## src/rtl/branch_ctrl_pkg.sv

```systemverilog
// Shared definitions for the branch control slice.
//  - RV32 opcode field values (instr[6:2]) for the control-transfer instructions.
//  - FSM state encoding used by branch_ctrl (2'd3 is illegal and recovers to IDLE).
package branch_ctrl_pkg;

  localparam logic [4:0] OP_BRANCH = 5'b11000;
  localparam logic [4:0] OP_JAL    = 5'b11011;
  localparam logic [4:0] OP_JALR   = 5'b11001;

  typedef enum logic [1:0] {
    ST_IDLE     = 2'd0,
    ST_REDIRECT = 2'd1,
    ST_KILL     = 2'd2
  } state_e;

  // JALR clears bit 0 of its computed target; every other transfer uses it as-is.
  function automatic logic clears_lsb(input logic [4:0] opcode);
    return opcode == OP_JALR;
  endfunction

endpackage

```

## src/rtl/branch_ctrl_flush_timer.sv

```systemverilog
// flush_timer: loadable 4-bit down-counter that times the wrong-path kill window.
// Ports:
//  clk_i       clock
//  rst_i       synchronous active-high reset (count -> 0)
//  load_i      load load_val_i into the counter (has priority over dec_i)
//  load_val_i  value to load
//  dec_i       decrement request; ignored once the counter is at zero
//  zero_o      counter is zero
//  last_o      counter is one (this is the final cycle of the window)
module flush_timer (
  input  logic       clk_i,
  input  logic       rst_i,
  input  logic       load_i,
  input  logic [3:0] load_val_i,
  input  logic       dec_i,
  output logic       zero_o,
  output logic       last_o
);

  logic [3:0] count_q;
  logic [3:0] count_d;

  always_comb begin
    count_d = count_q;
    if (load_i) begin
      count_d = load_val_i;
    end else if (dec_i && (count_q != 4'd0)) begin
      count_d = count_q - 4'd1;
    end
  end

  always_ff @(posedge clk_i) begin
    if (rst_i) begin
      count_q <= 4'd0;
    end else begin
      count_q <= count_d;
    end
  end

  assign zero_o = (count_q == 4'd0);
  assign last_o = (count_q == 4'd1);

endmodule

```

## src/rtl/branch_ctrl.sv

```systemverilog
// branch_ctrl: turns a resolved EX-stage branch/jump into a fetch redirect.
// A taken decision with an aligned target raises a redirect (valid/ready to fetch),
// flushes IF/ID while the redirect is pending and for FLUSH_CYCLES after it is
// accepted, and counts accepted decisions. A target with bit 1 set instead produces
// a one-cycle misalign trap pulse with the offending address.
// Ports:
//  i_clk, i_rst             clock, synchronous active-high reset
//  i_ex_valid, i_opcode     EX instruction valid and instr[6:2]
//  i_branch_en, i_target    branch unit decision and ALU target
//  i_fetch_ready            fetch accepts the redirect this cycle
//  o_redirect_valid/_pc     redirect request to fetch
//  o_flush_if, o_flush_id   invalidate IF/ID and ID/EX registers
//  o_stall_ex               hold EX while a redirect waits for fetch
//  o_misalign(_addr)        misaligned-target trap pulse and address
//  o_taken_cnt              taken-redirect statistics, wraps
module branch_ctrl
  import branch_ctrl_pkg::*;
#(
  parameter int XLEN         = 32,
  parameter int FLUSH_CYCLES = 2,
  parameter int CNT_W        = 16
) (
  input  logic             i_clk,
  input  logic             i_rst,
  input  logic             i_ex_valid,
  input  logic [4:0]       i_opcode,
  input  logic             i_branch_en,
  input  logic [XLEN-1:0]  i_target,
  input  logic             i_fetch_ready,
  output logic             o_redirect_valid,
  output logic [XLEN-1:0]  o_redirect_pc,
  output logic             o_flush_if,
  output logic             o_flush_id,
  output logic             o_stall_ex,
  output logic             o_misalign,
  output logic [XLEN-1:0]  o_misalign_addr,
  output logic [CNT_W-1:0] o_taken_cnt
);

  localparam logic [3:0] FLUSH_LD = 4'(FLUSH_CYCLES);

  state_e            state_q, state_d;
  logic              tmr_load, tmr_dec, tmr_zero, tmr_last;
  logic              decide, mis;
  logic [XLEN-1:0]   eff;

  logic              redirect_valid_q;
  logic [XLEN-1:0]   redirect_pc_q;
  logic              flush_q;
  logic              misalign_q;
  logic [XLEN-1:0]   misalign_addr_q;
  logic [CNT_W-1:0]  taken_cnt_q;

  // Decisions only count while idle; anything arriving mid-redirect is dropped.
  assign decide = (state_q == ST_IDLE) && i_ex_valid && i_branch_en;
  assign eff    = clears_lsb(i_opcode) ? {i_target[XLEN-1:1], 1'b0} : i_target;
  assign mis    = eff[1];

  always_comb begin
    state_d  = state_q;
    tmr_load = 1'b0;
    tmr_dec  = 1'b0;
    case (state_q)
      ST_IDLE: begin
        if (decide && !mis) state_d = ST_REDIRECT;
      end
      ST_REDIRECT: begin
        if (i_fetch_ready) begin
          if (FLUSH_CYCLES == 0) begin
            state_d = ST_IDLE;
          end else begin
            state_d  = ST_KILL;
            tmr_load = 1'b1;
          end
        end
      end
      ST_KILL: begin
        tmr_dec = 1'b1;
        // zero is a defensive exit; in normal operation last ends the window.
        if (tmr_last || tmr_zero) state_d = ST_IDLE;
      end
      default: state_d = ST_IDLE;
    endcase
  end

  flush_timer u_timer (
    .clk_i      (i_clk),
    .rst_i      (i_rst),
    .load_i     (tmr_load),
    .load_val_i (FLUSH_LD),
    .dec_i      (tmr_dec),
    .zero_o     (tmr_zero),
    .last_o     (tmr_last)
  );

  always_ff @(posedge i_clk) begin
    if (i_rst) begin
      state_q          <= ST_IDLE;
      redirect_valid_q <= 1'b0;
      redirect_pc_q    <= '0;
      flush_q          <= 1'b0;
      misalign_q       <= 1'b0;
      misalign_addr_q  <= '0;
      taken_cnt_q      <= '0;
    end else begin
      state_q          <= state_d;
      redirect_valid_q <= (state_d == ST_REDIRECT);
      flush_q          <= (state_d == ST_REDIRECT) || (state_d == ST_KILL);
      misalign_q       <= decide && mis;
      if (decide && mis) misalign_addr_q <= eff;
      if (decide && !mis) begin
        redirect_pc_q <= eff;
        taken_cnt_q   <= taken_cnt_q + CNT_W'(1);
      end
    end
  end

  assign o_redirect_valid = redirect_valid_q;
  assign o_redirect_pc    = redirect_pc_q;
  assign o_flush_if       = flush_q;
  assign o_flush_id       = flush_q;
  // The handshake is same-cycle, so stall must follow ready combinationally;
  // it is gated by a registered valid and so cannot glitch from internal state.
  assign o_stall_ex       = redirect_valid_q & ~i_fetch_ready;
  assign o_misalign       = misalign_q;
  assign o_misalign_addr  = misalign_addr_q;
  assign o_taken_cnt      = taken_cnt_q;

endmodule
```

## config.mk

```make
export PLATFORM = sky130hd
export DESIGN_NAME = branch_ctrl
export DESIGN_NICKNAME = d
export VERILOG_FILES = /design/src/rtl/branch_ctrl_pkg.sv /design/src/rtl/branch_ctrl_flush_timer.sv /design/src/rtl/branch_ctrl.sv
export SDC_FILE = /design/constraint.sdc
export NUM_CORES = 1
export LEC_CHECK = 0
export BUFFER_PORTS_ARGS = -buffer_cell sky130_fd_sc_hd__buf_2
export CAP_MARGIN = 20
export CORE_MARGIN = 5
export CORE_UTILIZATION = 48
export CTS_CLUSTER_DIAMETER = 50
export DETAILED_ROUTE_END_ITERATION = 10
export PLACE_DENSITY_LB_ADDON = 0.2
export SLEW_MARGIN = 40
export SYNTH_ARGS = -nofsm -noshare
export SYNTH_HDL_FRONTEND = slang
export SYNTH_SLANG_ARGS = --single-unit
```

## constraint.sdc

```tcl
create_clock -name i_clk -period 2.2 [get_ports i_clk]
set_input_delay 0 -clock i_clk [delete_from_list [all_inputs] [get_ports i_clk]]
set_output_delay 0 -clock i_clk [all_outputs]
set_load 0.01 [all_outputs]
```

# Word-level counts from Yosys, hierarchy flattened
# Cells that the tools add are included.
# W data, S select, Z words.
# word_totals
mem_count	0
ram_bits	0
reg_bits	89
output_inout_bits	85
romBits	0
wordCells	42
input_bits	42
latch_bits	0
# classes
n_reduce_logical	13
muxes	10
multipliers	0
eq_ne	6
bitwise	2
n_div	0
n_addsub	2
order_cmp	0
n_shift	0
# ops
op	count
$add A16 B1 Y16 const B	1
$mux W2	5
$pmux W2 S3	1
$eq A5 B5 Y1 const B	1
$logic_and A1 B1 Y1	5
$eq A2 B1 Y1 const B	2
$eq A2 B2 Y1 const B	2
$eq A4 B1 Y1 const B	1
$logic_not A4 Y1	1
$mux W1	4
$reduce_bool A4 Y1	1
$sub A4 B1 Y4 const B	1
$logic_not A2 Y1	1
$logic_or A1 B1 Y1	2
$reduce_bool A2 Y1	1
$reduce_or A2 Y1	1
$and A1 B1 Y1	1
$logic_not A1 Y1	1
$not A1 Y1	1

# Logic depth before layout (Yosys ltp)
# depth
depth_word	8
ltp_mapped	7
mapped_depth_nobuf	7

# By module
# From an unflattened synthesis, not the netlist that was laid out.
# hier_totals
hier_cells	424
hier_area_um2	3453.3
# modules_own_cells
mod	n_inst	area_per_inst_um2	cells_per_inst	seq_area_each_um2
branch_ctrl	1	3170.5	393	1701.6
flush_timer	1	282.8	31	80.1

# Worst setup path after synthesis
# OpenSTA, ideal clock, no wires.
# synth_timing
kind	register -> register
startpoint	register u_timer.count_q[0]
endpoint	register flush_q (netlist: o_flush_id)
synth_period_minus_slack_ns	1.800
stages_incl_launch_ff	8
arrival_time_ns	1.733
setup_ns	0.067
t_required_ns	2.133
setup_slack_ns	0.400
n_path_buf	0
path_cell_list	dfxtp_1 > inv_1 > ha_1 > or3b_2 > and2_1 > a21boi_0 > ha_1 > nor2_1
# synth_between
elab_chain_len	6
elab_cells_between_ends	8
cone_classes	3 x eq/ne; 2 x mux; 3 x reduce/logical
# synth_lines
element	line_no	rtl
start, declared	branch_ctrl_flush_timer.sv:20	logic [3:0] count_q;
start signal, assigned	branch_ctrl_flush_timer.sv:36	count_q <= count_d;
$eq A4 B1 Y1 or $logic_not A4 Y1 (tied branches)	branch_ctrl_flush_timer.sv:41, branch_ctrl_flush_timer.sv:40	
$logic_or A1 B1 Y1 (*)	branch_ctrl.sv:80	if (tmr_last || tmr_zero) state_d = ST_IDLE;
$mux W2 (*)	branch_ctrl.sv:80	
$pmux W2 S3 (*)	branch_ctrl.sv:63	case (state_q)
$eq A2 B1 Y1 or $eq A2 B2 Y1 (tied branches)	branch_ctrl.sv:108	flush_q <= (state_d == ST_REDIRECT) || (state_d == ST_KILL);
$logic_or A1 B1 Y1 (*)	branch_ctrl.sv:108	
end signal, assigned	branch_ctrl.sv:108	
end, declared	branch_ctrl.sv:49	logic flush_q;
# Every way passes the cells marked *; elsewhere a longest branch is shown, timed or not.
# A chain may end at the register's enable or synchronous reset.

# Final worst setup path
# Same ends and word-level chain as after synthesis.

==> results.rst <==
.. list-table::
   :header-rows: 1

   * - Metric
     - Value
   * - Run status
     - complete, no violations
   * - Endpoint class of the critical path
     - flip-flop
   * - Number of cell rows
     - 30
   * - DRT antenna net count
     - 0
   * - Most frequent cells after synthesis
     - sky130_fd_sc_hd__nand2_1, sky130_fd_sc_hd__dfxtp_1, sky130_fd_sc_hd__a21oi_1, sky130_fd_sc_hd__nor2_1, sky130_fd_sc_hd__clkbuf_1
   * - Hold crit path type
     - input pin to flip-flop
   * - Setup Viol. Count Final
     - 0
   * - Initial DRC Count
     - 171
   * - HPWL after detailed placement
     - 6.170 mm
   * - Area of all sequential standard cells
     - 1782 µm²
   * - Vias in the first global route
     - 3,203
   * - Most common cell in the netlist
     - sky130_fd_sc_hd__nand2_1
   * - Setup repair bufs after CTS
     - 0
   * - Overall Global Routing Usage
     - a little over a fifth
   * - Number of maximum-capacitance violations
     - 0
   * - CP bufs+invs
     - 1
   * - Maximum level of the CTS H-tree
     - 3
   * - Part of the power in combinational logic
     - under 10%
   * - Startpoint of the worst hold path
     - i_target[0]
   * - Post-DR vias/cell
     - around 5
   * - Clock buffer count from CTS
     - 9
   * - Largest cells by area after synthesis
     - sky130_fd_sc_hd__dfxtp_1, sky130_fd_sc_hd__nand2_1, sky130_fd_sc_hd__a21oi_1, sky130_fd_sc_hd__nor2_1, sky130_fd_sc_hd__xor2_1
   * - Post-synth ARST share
     - 0%
   * - Total nets after synthesis
     - 455
   * - Final estimated routing congestion in global placement
     - 0.7704
   * - Clock insertion delay at the later pin of the skew report
     - 340 ps
   * - Worst IR Drop VDD
     - 0.0003969 V
   * - Wire length of the first global-routing pass
     - 14.86 mm
   * - Data arrival time of the critical path
     - 2250 ps
   * - Distinct cell type count of the synthesized netlist
     - 37
   * - Number of port buffers
     - roughly 130
   * - Post_cts resized
     - 0
   * - Die Outline Area
     - 8743 µm²
   * - DRC
     - 0
   * - Number of max-slew violations in the final report
     - 0
   * - Clock slew at reported path FFs
     - 80 ps
   * - Critical Path Source Type
     - flip-flop
   * - Y dimension of the die
     - slightly above 90 µm
   * - Count of flip-flops with a built-in enable after synthesis
     - 0
   * - Largest area contributor in the netlist
     - sky130_fd_sc_hd__dfxtp_1
   * - Drt pass-1 iters
     - 4
   * - Yosys synthesis warning count
     - 0
   * - Cell repeated most along the worst path
     - sky130_fd_sc_hd__ha_1
   * - Required time at the endpoint of the critical path
     - 2480 ps
   * - Initial core utilization
     - 49.26%
   * - Sw power
     - approximately 760 µW
   * - Share of total power in sequential cells
     - between 50% and 60%
   * - Average cell area after synthesis
     - between 8 and 9 µm²
   * - Library cell contributing the largest single delay on the critical path
     - sky130_fd_sc_hd__or3b_2
   * - Average wire per standard cell
     - 13.77 µm
   * - Total negative slack
     - 0 ps
   * - Sink Count
     - 89
   * - Width of the die
     - about 94 µm
   * - Area added between synthesis and finish
     - 36.00%
   * - Hold violation total from the final report
     - 0
   * - Proportion of netlist area held by the largest area contributor
     - 53.23%
   * - Final net count
     - 605
   * - Power Density
     - between 600 and 700 nW/µm²
   * - Share of layout cells above drive strength 1
     - 28.11%
   * - Cell breakdown of the critical path
     - inv_1 -> ha_1 -> or3b_2 -> and2_1 -> a21boi_0 -> ha_1 -> nor2_1
   * - Stage delay of the slowest cell on the critical path
     - between 400 and 500 ps
   * - Root Driver
     - sky130_fd_sc_hd__clkbuf_8
   * - Cells on worst reg2reg path
     - 7
   * - Worst R2R Start
     - u_timer.count_q[0]
   * - Commonest register cell after synthesis
     - sky130_fd_sc_hd__dfxtp_1
   * - Hold WS
     - about 28 ps
   * - Fillcell total
     - 587
   * - Static leakage power
     - between 1.5 and 2 nW
   * - Hold path cells
     - 4
   * - TritonCTS clock tree
     - done
   * - Share of synthesized area occupied by flip-flops and latches
     - 53.23%
   * - Post-synthesis cell count
     - 408
   * - Reg2reg end
     - o_flush_id
   * - Combined area of the multi-input logic cells
     - 1435 µm²
   * - Internal Pwr Total
     - 2.315 mW
   * - Clock Skew
     - 7.670 ps
   * - Top-Level Pins
     - 127
   * - Total wirelength of the detailed-routed design
     - 9.072 mm
   * - Via Count
     - 3,238
   * - Hold-fix buffers, CTS
     - 30
   * - Maximum clock rate
     - 509.3 MHz
   * - Core region area
     - roughly 6800 µm²
   * - Sink of the worst hold path
     - o_redirect_pc[0]
   * - Number of antenna violations at the first check in global routing
     - 0
   * - RSZ-0062 raised after global routing
     - no
   * - Clock power share
     - a little over a third
   * - Register-to-register setup slack
     - about 240 ps
   * - CTS max path bufs
     - 2
   * - Maximum number of pins on one net before global-route repair
     - 33
   * - Maximum fanout encountered on the critical timing path
     - 4
   * - Sum of overflow across all layers after global routing
     - 0
   * - Worst slew pin tran
     - 445.8 ps
   * - Switching power share of the total
     - 24.75%
   * - Cell area after technology mapping
     - 3347 µm²
   * - Count of state elements after synthesis
     - 89
   * - Post-route minimum period
     - about 2000 ps
   * - Worst path top cell family by delay
     - simple AND/OR/NAND/NOR gates
   * - Crit path kind
     - flip-flop to flip-flop
   * - Remaining max-slew budget at the tightest pin
     - roughly 70%
   * - Fin crit share
     - about nine tenths
[kinds of logic after synthesis]
kind of cell	Yosys count	synth area share, %
adder cells (fa/ha/maj)	5	1.869
AND/OR/NAND/NOR	191	25.31
multiplexers	1	0.3364
buffers and inverters	31	3.962
flip-flops	89	53.23
AO/OA/AOI/OAI	80	12.41
XOR/XNOR	11	2.879
[cell type report]
class                   count  share of cell area, %
flip-flops and latches     89                  39.14
multi-input cells         288                  31.53
repair buffers            166                  22.10
clock buffers               9                  2.721
well taps                  96                  2.639
clock inverters             6                  1.484
inverters                   4                 0.3299
diodes                      1                0.05498
[power by group through the flow]
stage / combinational [mW] / sequential [mW] / clock (mW)
detailed placement: 0.258 / 1.71 / 0
global route: 0.332 / 1.68 / 1.20
finish: 0.299 / 1.68 / 1.10
global placement: 0.255 / 1.71 / 0
floorplan: 0.114 / 1.73 / 0
CTS: 0.300 / 1.68 / 1.13
[worst max path at each step]
stage	start	to	depth (start not counted)
finish	u_timer.count_q[0]	o_flush_id	7
global route	o_taken_cnt[3]	o_taken_cnt[15]	4
CTS	u_timer.count_q[0]	o_flush_id	7
detailed placement	u_timer.count_q[0]	o_flush_id	7
global placement	u_timer.count_q[0]	o_flush_id	7
floorplan	u_timer.count_q[0]	o_flush_id	7
[layout by cell type (no fill, tap or decap), drive strengths merged]
master,netlist,final
nand4,4,4
and2,2,2
nor3b,2,2
nor4,1,1
and4b,1,1
and4bb,1,1
nor3,1,1
xnor2,3,3
nand2,131,131
or3,2,2
nor2b,5,5
clkinvlp,0,2
nand3,8,8
or4,4,4
o31ai,4,4
nor2,19,19
and3b,1,1
or3b,1,1
dfxtp,89,89
clkbuf,17,9
nand4bb,1,1
and3,1,1
mux2,1,1
nand3b,1,1
dlygate4sd3,0,30
nand4b,1,1
o21ai,4,4
inv,4,6
diode,0,1
buf,10,136
o21a,1,1
a21boi,1,1
and4,1,1
a21oi,70,70
ha,5,5
bufinv,0,1
xor2,8,8
nand2b,3,3
clkinv,0,1
[registers in the layout (all words and copies together), names as in the netlist]
register / cells
u_timer.count_q: 4
o_redirect_valid: 1
o_misalign_addr: 32
o_flush_id: 1
o_misalign: 1
o_redirect_pc: 32
o_taken_cnt: 16
state_q: 2
[routing by layer]
layer	part of all wire, %	up-vias	global-route usage, %
li1	-	1640	-
met1	42	1497	24.29
met2	49	91	36.39
met3	7.6	10	6.677
met4	1.3	0	8.059
met5	0	-	0
[through the flow]
| step | area [µm²] | power (mW) | cells | utilization [%] | worst slack [ps] |
|---|---|---|---|---|---|
| 6_report | 4552 | 3.076 | 659 | 67.00 | 236.7 |
| 5_1_grt | 4549 | 3.215 | 658 | 66.96 | 122.9 |
| 4_1_cts | 4549 | 3.109 | 658 | 66.96 | 224.2 |
| 3_5_place_dp | 4058 | 1.971 | 613 | 59.72 | 260.3 |
| 3_3_place_gp | 4058 | 1.967 | 613 | 59.72 | 326.1 |
| 2_1_floorplan | 3347 | 1.847 | 408 | - | 400.5 |
[worst reg2reg max path: stages (launching register included)]
cell	delay [ps]
sky130_fd_sc_hd__dfxtp_1	350
sky130_fd_sc_hd__inv_1	100
sky130_fd_sc_hd__ha_1	140
sky130_fd_sc_hd__or3b_2	480
sky130_fd_sc_hd__and2_1	210
sky130_fd_sc_hd__a21boi_0	240
sky130_fd_sc_hd__ha_1	280
sky130_fd_sc_hd__nor2_1	90
No activity file was read; power rests on OpenSTA's default activity.
